[config.mk]
export PLATFORM = sky130hd
export DESIGN_NAME = bus_master_port
export DESIGN_NICKNAME = d
export VERILOG_FILES = /design/src/rtl/bus_master_port.sv
export SDC_FILE = /design/constraint.sdc
export NUM_CORES = 1
export LEC_CHECK = 0
export ABC_AREA = 1
export CAP_MARGIN = 20
export CORE_UTILIZATION = 45
export CTS_CLUSTER_SIZE = 16
export DETAILED_ROUTE_END_ITERATION = 12
export PLACE_DENSITY = 0.78
export SETUP_SLACK_MARGIN = 0.1
export SYNTH_ARGS = -nofsm -noshare
export SYNTH_HDL_FRONTEND = slang
export SYNTH_SLANG_ARGS = --single-unit
[constraint.sdc]
create_clock -name CLK -period 2.5 [get_ports CLK]
set_input_delay 0.25 -clock CLK [delete_from_list [all_inputs] [get_ports CLK]]
set_output_delay 0.25 -clock CLK [all_outputs]
set_load 0.005 [all_outputs]
[src/rtl/bus_master_port.sv]
// Master-side serial bus port: arbitrates, serialises address/write data, collects read data.
// Optional MASTER_PORT_PARITY_EN appends/checks one even-parity bit per serial field.
module bus_master_port #(
    parameter int ADDR_W      = 16,
    parameter int DATA_W      = 8,
    parameter int ACK_TIMEOUT = 64
) (
    input  logic              CLK,
    input  logic              RST,
    input  logic [ADDR_W-1:0] M_ADDR,
    input  logic [DATA_W-1:0] M_DIN,
    input  logic              M_RW,
    input  logic              M_EXECUTE,
    input  logic              M_HOLD,
    output logic [DATA_W-1:0] M_DOUT,
    output logic              M_DVALID,
    output logic              M_BSY,
    output logic              M_ERR,
    output logic              B_REQ,
    input  logic              B_GRANT,
    output logic              B_BUS_OUT,
    output logic              B_VALID,
    output logic              B_RW,
    input  logic              B_ACK,
    input  logic              B_BUS_IN,
    input  logic              B_RVALID,
    output logic              B_DONE
);

`ifdef MASTER_PORT_PARITY_EN
    localparam int PB = 1;
`else
    localparam int PB = 0;
`endif
    localparam int MAXB  = ((ADDR_W > DATA_W) ? ADDR_W : DATA_W) + 1;
    localparam int CNT_W = $clog2(MAXB + 1);
    localparam int TMR_W = $clog2(ACK_TIMEOUT + 1);
    localparam logic [CNT_W-1:0] A_LAST = CNT_W'(ADDR_W + PB - 1);
    localparam logic [CNT_W-1:0] D_LAST = CNT_W'(DATA_W + PB - 1);
    localparam logic [CNT_W-1:0] D_BITS = CNT_W'(DATA_W);
    localparam logic [TMR_W-1:0] T_LAST = TMR_W'(ACK_TIMEOUT - 1);

    typedef enum logic [2:0] {
        IDLE, REQ, ADDR, WAIT_ACK, WDATA, RDATA, FINISH, ABORT
    } state_t;

    state_t            state_q, state_d;
    logic [ADDR_W-1:0] addr_sh;
    logic [DATA_W-1:0] din_sh;
    logic [DATA_W-1:0] rd_sh;
    logic [DATA_W-1:0] rd_next;
    logic [DATA_W-1:0] rd_final;
    logic [CNT_W-1:0]  cnt_q;
    logic [TMR_W-1:0]  tmr_q;
    logic              rw_q;
    logic              hold_q;
    logic              tmr_done;
    logic              rd_ok;
    logic              a_bit;
    logic              d_bit;

    assign tmr_done = (tmr_q == T_LAST);
    assign rd_next  = {B_BUS_IN, rd_sh[DATA_W-1:1]};

`ifdef MASTER_PORT_PARITY_EN
    logic par_q;

    // Running XOR of the bits already sent in the current field
    assign a_bit    = (cnt_q == A_LAST) ? par_q : addr_sh[0];
    assign d_bit    = (cnt_q == D_LAST) ? par_q : din_sh[0];
    assign rd_ok    = (B_BUS_IN == ^rd_sh);
    assign rd_final = rd_sh;

    always_ff @(posedge CLK or posedge RST) begin
        if (RST)
            par_q <= 1'b0;
        else if (state_d != state_q)
            par_q <= 1'b0;
        else if (state_q == ADDR)
            par_q <= par_q ^ addr_sh[0];
        else if (state_q == WDATA)
            par_q <= par_q ^ din_sh[0];
    end
`else
    assign a_bit    = addr_sh[0];
    assign d_bit    = din_sh[0];
    assign rd_ok    = 1'b1;
    assign rd_final = rd_next;
`endif

    always_ff @(posedge CLK or posedge RST) begin
        if (RST)
            state_q <= IDLE;
        else
            state_q <= state_d;
    end

    always_comb begin
        state_d = state_q;
        unique case (state_q)
            IDLE:
                if (M_EXECUTE)
                    state_d = hold_q ? ADDR : REQ;
            REQ:
                if (B_GRANT)
                    state_d = ADDR;
            ADDR:
                if (cnt_q == A_LAST)
                    state_d = WAIT_ACK;
            WAIT_ACK:
                if (B_ACK)
                    state_d = rw_q ? WDATA : RDATA;
                else if (tmr_done)
                    state_d = ABORT;
            WDATA:
                if (cnt_q == D_LAST)
                    state_d = FINISH;
            RDATA:
                if (B_RVALID) begin
                    if (cnt_q == D_LAST)
                        state_d = rd_ok ? FINISH : ABORT;
                end else if (tmr_done) begin
                    state_d = ABORT;
                end
            FINISH:  state_d = IDLE;
            ABORT:   state_d = IDLE;
            default: state_d = IDLE;
        endcase
    end

    always_ff @(posedge CLK or posedge RST) begin
        if (RST) begin
            addr_sh <= '0;
            din_sh  <= '0;
            rd_sh   <= '0;
            M_DOUT  <= '0;
            cnt_q   <= '0;
            tmr_q   <= '0;
            rw_q    <= 1'b0;
            hold_q  <= 1'b0;
        end else begin
            unique case (state_q)
                IDLE: begin
                    hold_q <= hold_q & M_HOLD;
                    if (M_EXECUTE) begin
                        addr_sh <= M_ADDR;
                        din_sh  <= M_DIN;
                        rw_q    <= M_RW;
                    end
                end
                ADDR: begin
                    addr_sh <= addr_sh >> 1;
                    cnt_q   <= cnt_q + CNT_W'(1);
                end
                WAIT_ACK:
                    tmr_q <= tmr_q + TMR_W'(1);
                WDATA: begin
                    din_sh <= din_sh >> 1;
                    cnt_q  <= cnt_q + CNT_W'(1);
                end
                RDATA:
                    if (B_RVALID) begin
                        tmr_q <= '0;
                        cnt_q <= cnt_q + CNT_W'(1);
                        if (cnt_q < D_BITS)
                            rd_sh <= rd_next;
                        if (state_d == FINISH)
                            M_DOUT <= rd_final;
                    end else begin
                        tmr_q <= tmr_q + TMR_W'(1);
                    end
                FINISH:  hold_q <= M_HOLD;
                ABORT:   hold_q <= 1'b0;
                default: ;
            endcase
            // Every state entry starts its bit counter and timer from zero
            if (state_d != state_q) begin
                cnt_q <= '0;
                tmr_q <= '0;
            end
        end
    end

    always_comb begin
        M_BSY     = 1'b0;
        M_ERR     = 1'b0;
        M_DVALID  = 1'b0;
        B_REQ     = 1'b0;
        B_VALID   = 1'b0;
        B_BUS_OUT = 1'b0;
        B_RW      = 1'b0;
        B_DONE    = 1'b0;
        unique case (state_q)
            IDLE:
                B_REQ = hold_q;
            REQ: begin
                M_BSY = 1'b1;
                B_REQ = 1'b1;
            end
            ADDR: begin
                M_BSY     = 1'b1;
                B_REQ     = 1'b1;
                B_RW      = rw_q;
                B_VALID   = 1'b1;
                B_BUS_OUT = a_bit;
            end
            WAIT_ACK, RDATA: begin
                M_BSY = 1'b1;
                B_REQ = 1'b1;
                B_RW  = rw_q;
            end
            WDATA: begin
                M_BSY     = 1'b1;
                B_REQ     = 1'b1;
                B_RW      = rw_q;
                B_VALID   = 1'b1;
                B_BUS_OUT = d_bit;
            end
            FINISH: begin
                M_BSY    = 1'b1;
                B_REQ    = 1'b1;
                B_RW     = rw_q;
                B_DONE   = 1'b1;
                M_DVALID = ~rw_q;
            end
            ABORT: begin
                M_BSY = 1'b1;
                M_ERR = 1'b1;
            end
            default: ;
        endcase
    end

endmodule

==> metrics.txt <==
Final Hold Fails=0; CP Class=flip-flop to primary output; drt wl/cell=approximately 13 um; status=complete, no violations; Crit. End Element=primary output; power density over the cells=just under 1000 nW/um^2; met2 Use GR=approximately a third; top post-synthesis cells by area=dfrtp_1 52%, nor2_1 8.2%, nand2_1 7.9%; diodes inserted=0; GRT met1 Usage=a little over a quarter; most used routing layer=met2; drt pass-1 iters=4; initial DRC count=about 140; Post-Syn Area=~2700 um^2; Synth cell types=31; synthesis-stage register bit count=56; Synth async-reset ratio=between 90% and 100%; crit path max-delay cell type=clkdlybuf4s50_1; Mapped Nets=357; commonest register cell after synthesis=dfrtp_1; Final period util=approximately nine tenths; core area=approximately 5700 um^2; clk buf depth=2; sequential cell area=roughly 1400 um^2; multi-input logic area=about 1100 um^2; hpwl dp=4140 um; Clock Pin Slew Worst Setup and Hold Paths=about 100 ps; CP Data Required Time=approximately 2300 ps; most instantiated library cell after synthesis=nor2_1; Gate Count Post-Synth=321; Setup crit start kind=flip-flop; measured slew at the worst slew-check pin=between 600 and 700 ps; CTS tree=built; Post-synth top cells=59 x nor2_1, 57 x nand2_1, 56 x dfrtp_1; Starting Density=47.9%; fraction of final layout cells with drive strength greater than 1=about 8.6%; top-area cell type share of the netlist area=51.6%; Peak VDD IR=between 0.0005 and 0.0006 V; Filler cells=about 480; row count=27; clk sinks=56; total die area=6350 um^2; Syn. warnings=0; first-pass GRT wire length=a little under 10000 um; Leakage=roughly 0.0016 uW; area leader, netlist=dfrtp_1; number of CTS-inserted buffers=5; setup total negative slack=0 ps; RSZ-0062 raised after global routing=false; crit path cell chain=inv_2 -> nand2_4 -> nor2_4 -> inv_2 -> o22ai_1 -> clkdlybuf4s50_1; PortBufs=48; clock latency on the worst-skew pair=about 320 ps; CP most frequent cell=inv_2; number of enable flip-flop cells after synthesis=0; vias=approximately 2300; I/O pin total=49; final setup vio count=0; synthesis-to-finish area growth=25.4%; # DRC=0; worst hold-check path type=primary input to asynchronous set/reset pin; Final ANT Viol Nets=0; fin nets=between 400 and 500; total track usage=between 10% and 20%; GR Overflow Total=0; fmax=~440 MHz; CP max FO=12; Slew headroom=about 59%; initial antenna violation count=0; Clock Root Buffer=clkbuf_8; Crit path arrival time=around 2100 ps; Max Slew Vio Count=0; die width=around 80 um; Fin Clk Skew=between 6 and 7 ps; placer congestion estimate=between 0.7 and 0.8; drt total wl=between 5000 and 6000 um; largest net degree at the start of global routing=30; peak per-stage delay on the critical path=between 500 and 600 ps; Die Y=between 70 and 80 um; Seq/Total Area, Yosys=roughly half; Synth Area per Inst=about 8.5 um^2; met3 usage=approximately 3.0%; CTS H-tree lvls=2; max capacitance violation total=0; DR vias/cell=~5.2; cts hold-fix bufs=0; vias in the first global route=around 2100; post-layout util=60.0%; fin crit period=~2300 ps
==> layer usage <==
metal / vias to the layer above / share of wire, % / routed length, um
met3: 12 / 4.8 / 282
met4: 0 / 2.1 / 120
li1: 1154 / - / -
met2: 63 / 48 / 2760
met1: 1107 / 46 / 2650
met5: - / 0 / 0
==> worst max-delay path, delay by kind of cell, from the launching register on <==
family	cells	cell delay (ps)
buffers and inverters	3	800
DFF	1	490
and+or+nand+nor	2	280
AOI/OAI and AO/OA	1	170
==> path summary, 6_finish.rpt <==
kind | slack (ps) | cells past startpoint | end | from
hold / removal | 320 | 2 | rd_sh[4] | RST
setup reg to reg | 330 | 12 | cnt_q[1] | cnt_q[0]
hold reg to reg | 490 | 2 | M_DOUT[4] | M_DOUT[4]
max in group asynchronous | 1610 | 3 | addr_sh[7] | RST
setup / recovery | 200 | 6 | B_BUS_OUT | state_q[1]
min in group CLK | 490 | 3 | rw_q | M_RW
==> flip-flops by register name (all words and copies together), names as in the netlist <==
| name | cells |
|---|---|
| addr_sh | 16 |
| M_DOUT | 8 |
| din_sh | 8 |
| rd_sh | 7 |
| tmr_q | 7 |
| cnt_q | 5 |
| state_q | 3 |
| hold_q | 1 |
| rw_q | 1 |
==> logic make-up after synthesis <==
group / count (synthesis) / share of synthesized area (%)
AOI/OAI and AO/OA: 55 / 11.9
DFF: 56 / 51.6
xor gates and xnor gates: 8 / 2.58
muxes: 4 / 1.66
buffers and inverters: 44 / 6.68
and+or+nand+nor: 151 / 24.2
adders and majority gates: 3 / 1.38
==> power by group <==
group	switching (uW)	internal (uW)	leakage [uW]
logic	834	535	0.000823
clock network	308	302	0.0000548
registers	166	1160	0.000707
total	1310	2000	0.00158
==> metrics by stage <==
stage | worst slack, ps | cells | hold WS, ps | power [uW] | instance area [um^2]
final | 201 | 445 | 323 | 3310 | 3410
after global routing | 111 | 445 | 407 | 3540 | 3410
after CTS | 205 | 445 | 339 | 3310 | 3410
after detailed placement | 294 | 437 | 472 | 2690 | 3280
after global placement | 281 | 437 | 467 | 2640 | 3280
after floorplan | 600 | 321 | 371 | 2320 | 2720
==> placed cells by master (no fill, tap or decap), types with 2 or more instances in the layout <==
master / instances
xnor2_1: 2
nor2_1: 58
a22o_1: 2
a221oi_1: 4
nor3_1: 2
clkdlybuf4s50_1: 48
nand3_1: 21
nand2_1: 57
a21oi_1: 8
o21ai_1: 3
buf_4: 3
o21ai_0: 20
inv_1: 27
mux2_2: 4
inv_2: 8
clkbuf_8: 5
dfrtp_1: 56
nand4_1: 4
o22ai_1: 16
nor2_4: 3
ha_1: 3
xor2_1: 6
==> cell type report <==
class / count / share of cell area (%)
inverters: 36 / 3.97
flip-flops and latches: 56 / 41.1
clock buffers: 5 / 2.02
well taps: 72 / 2.65
repair buffers: 52 / 15.4
multi-input cells: 221 / 33.5
clock inverters: 3 / 1.36
==> what timing repair did <==
action	in CTS	in global routing
endpoints found under the setup margin	2	0
setup buffers	0	0
gates resized for setup	2	0
No activity file was read; power rests on OpenSTA's default activity.
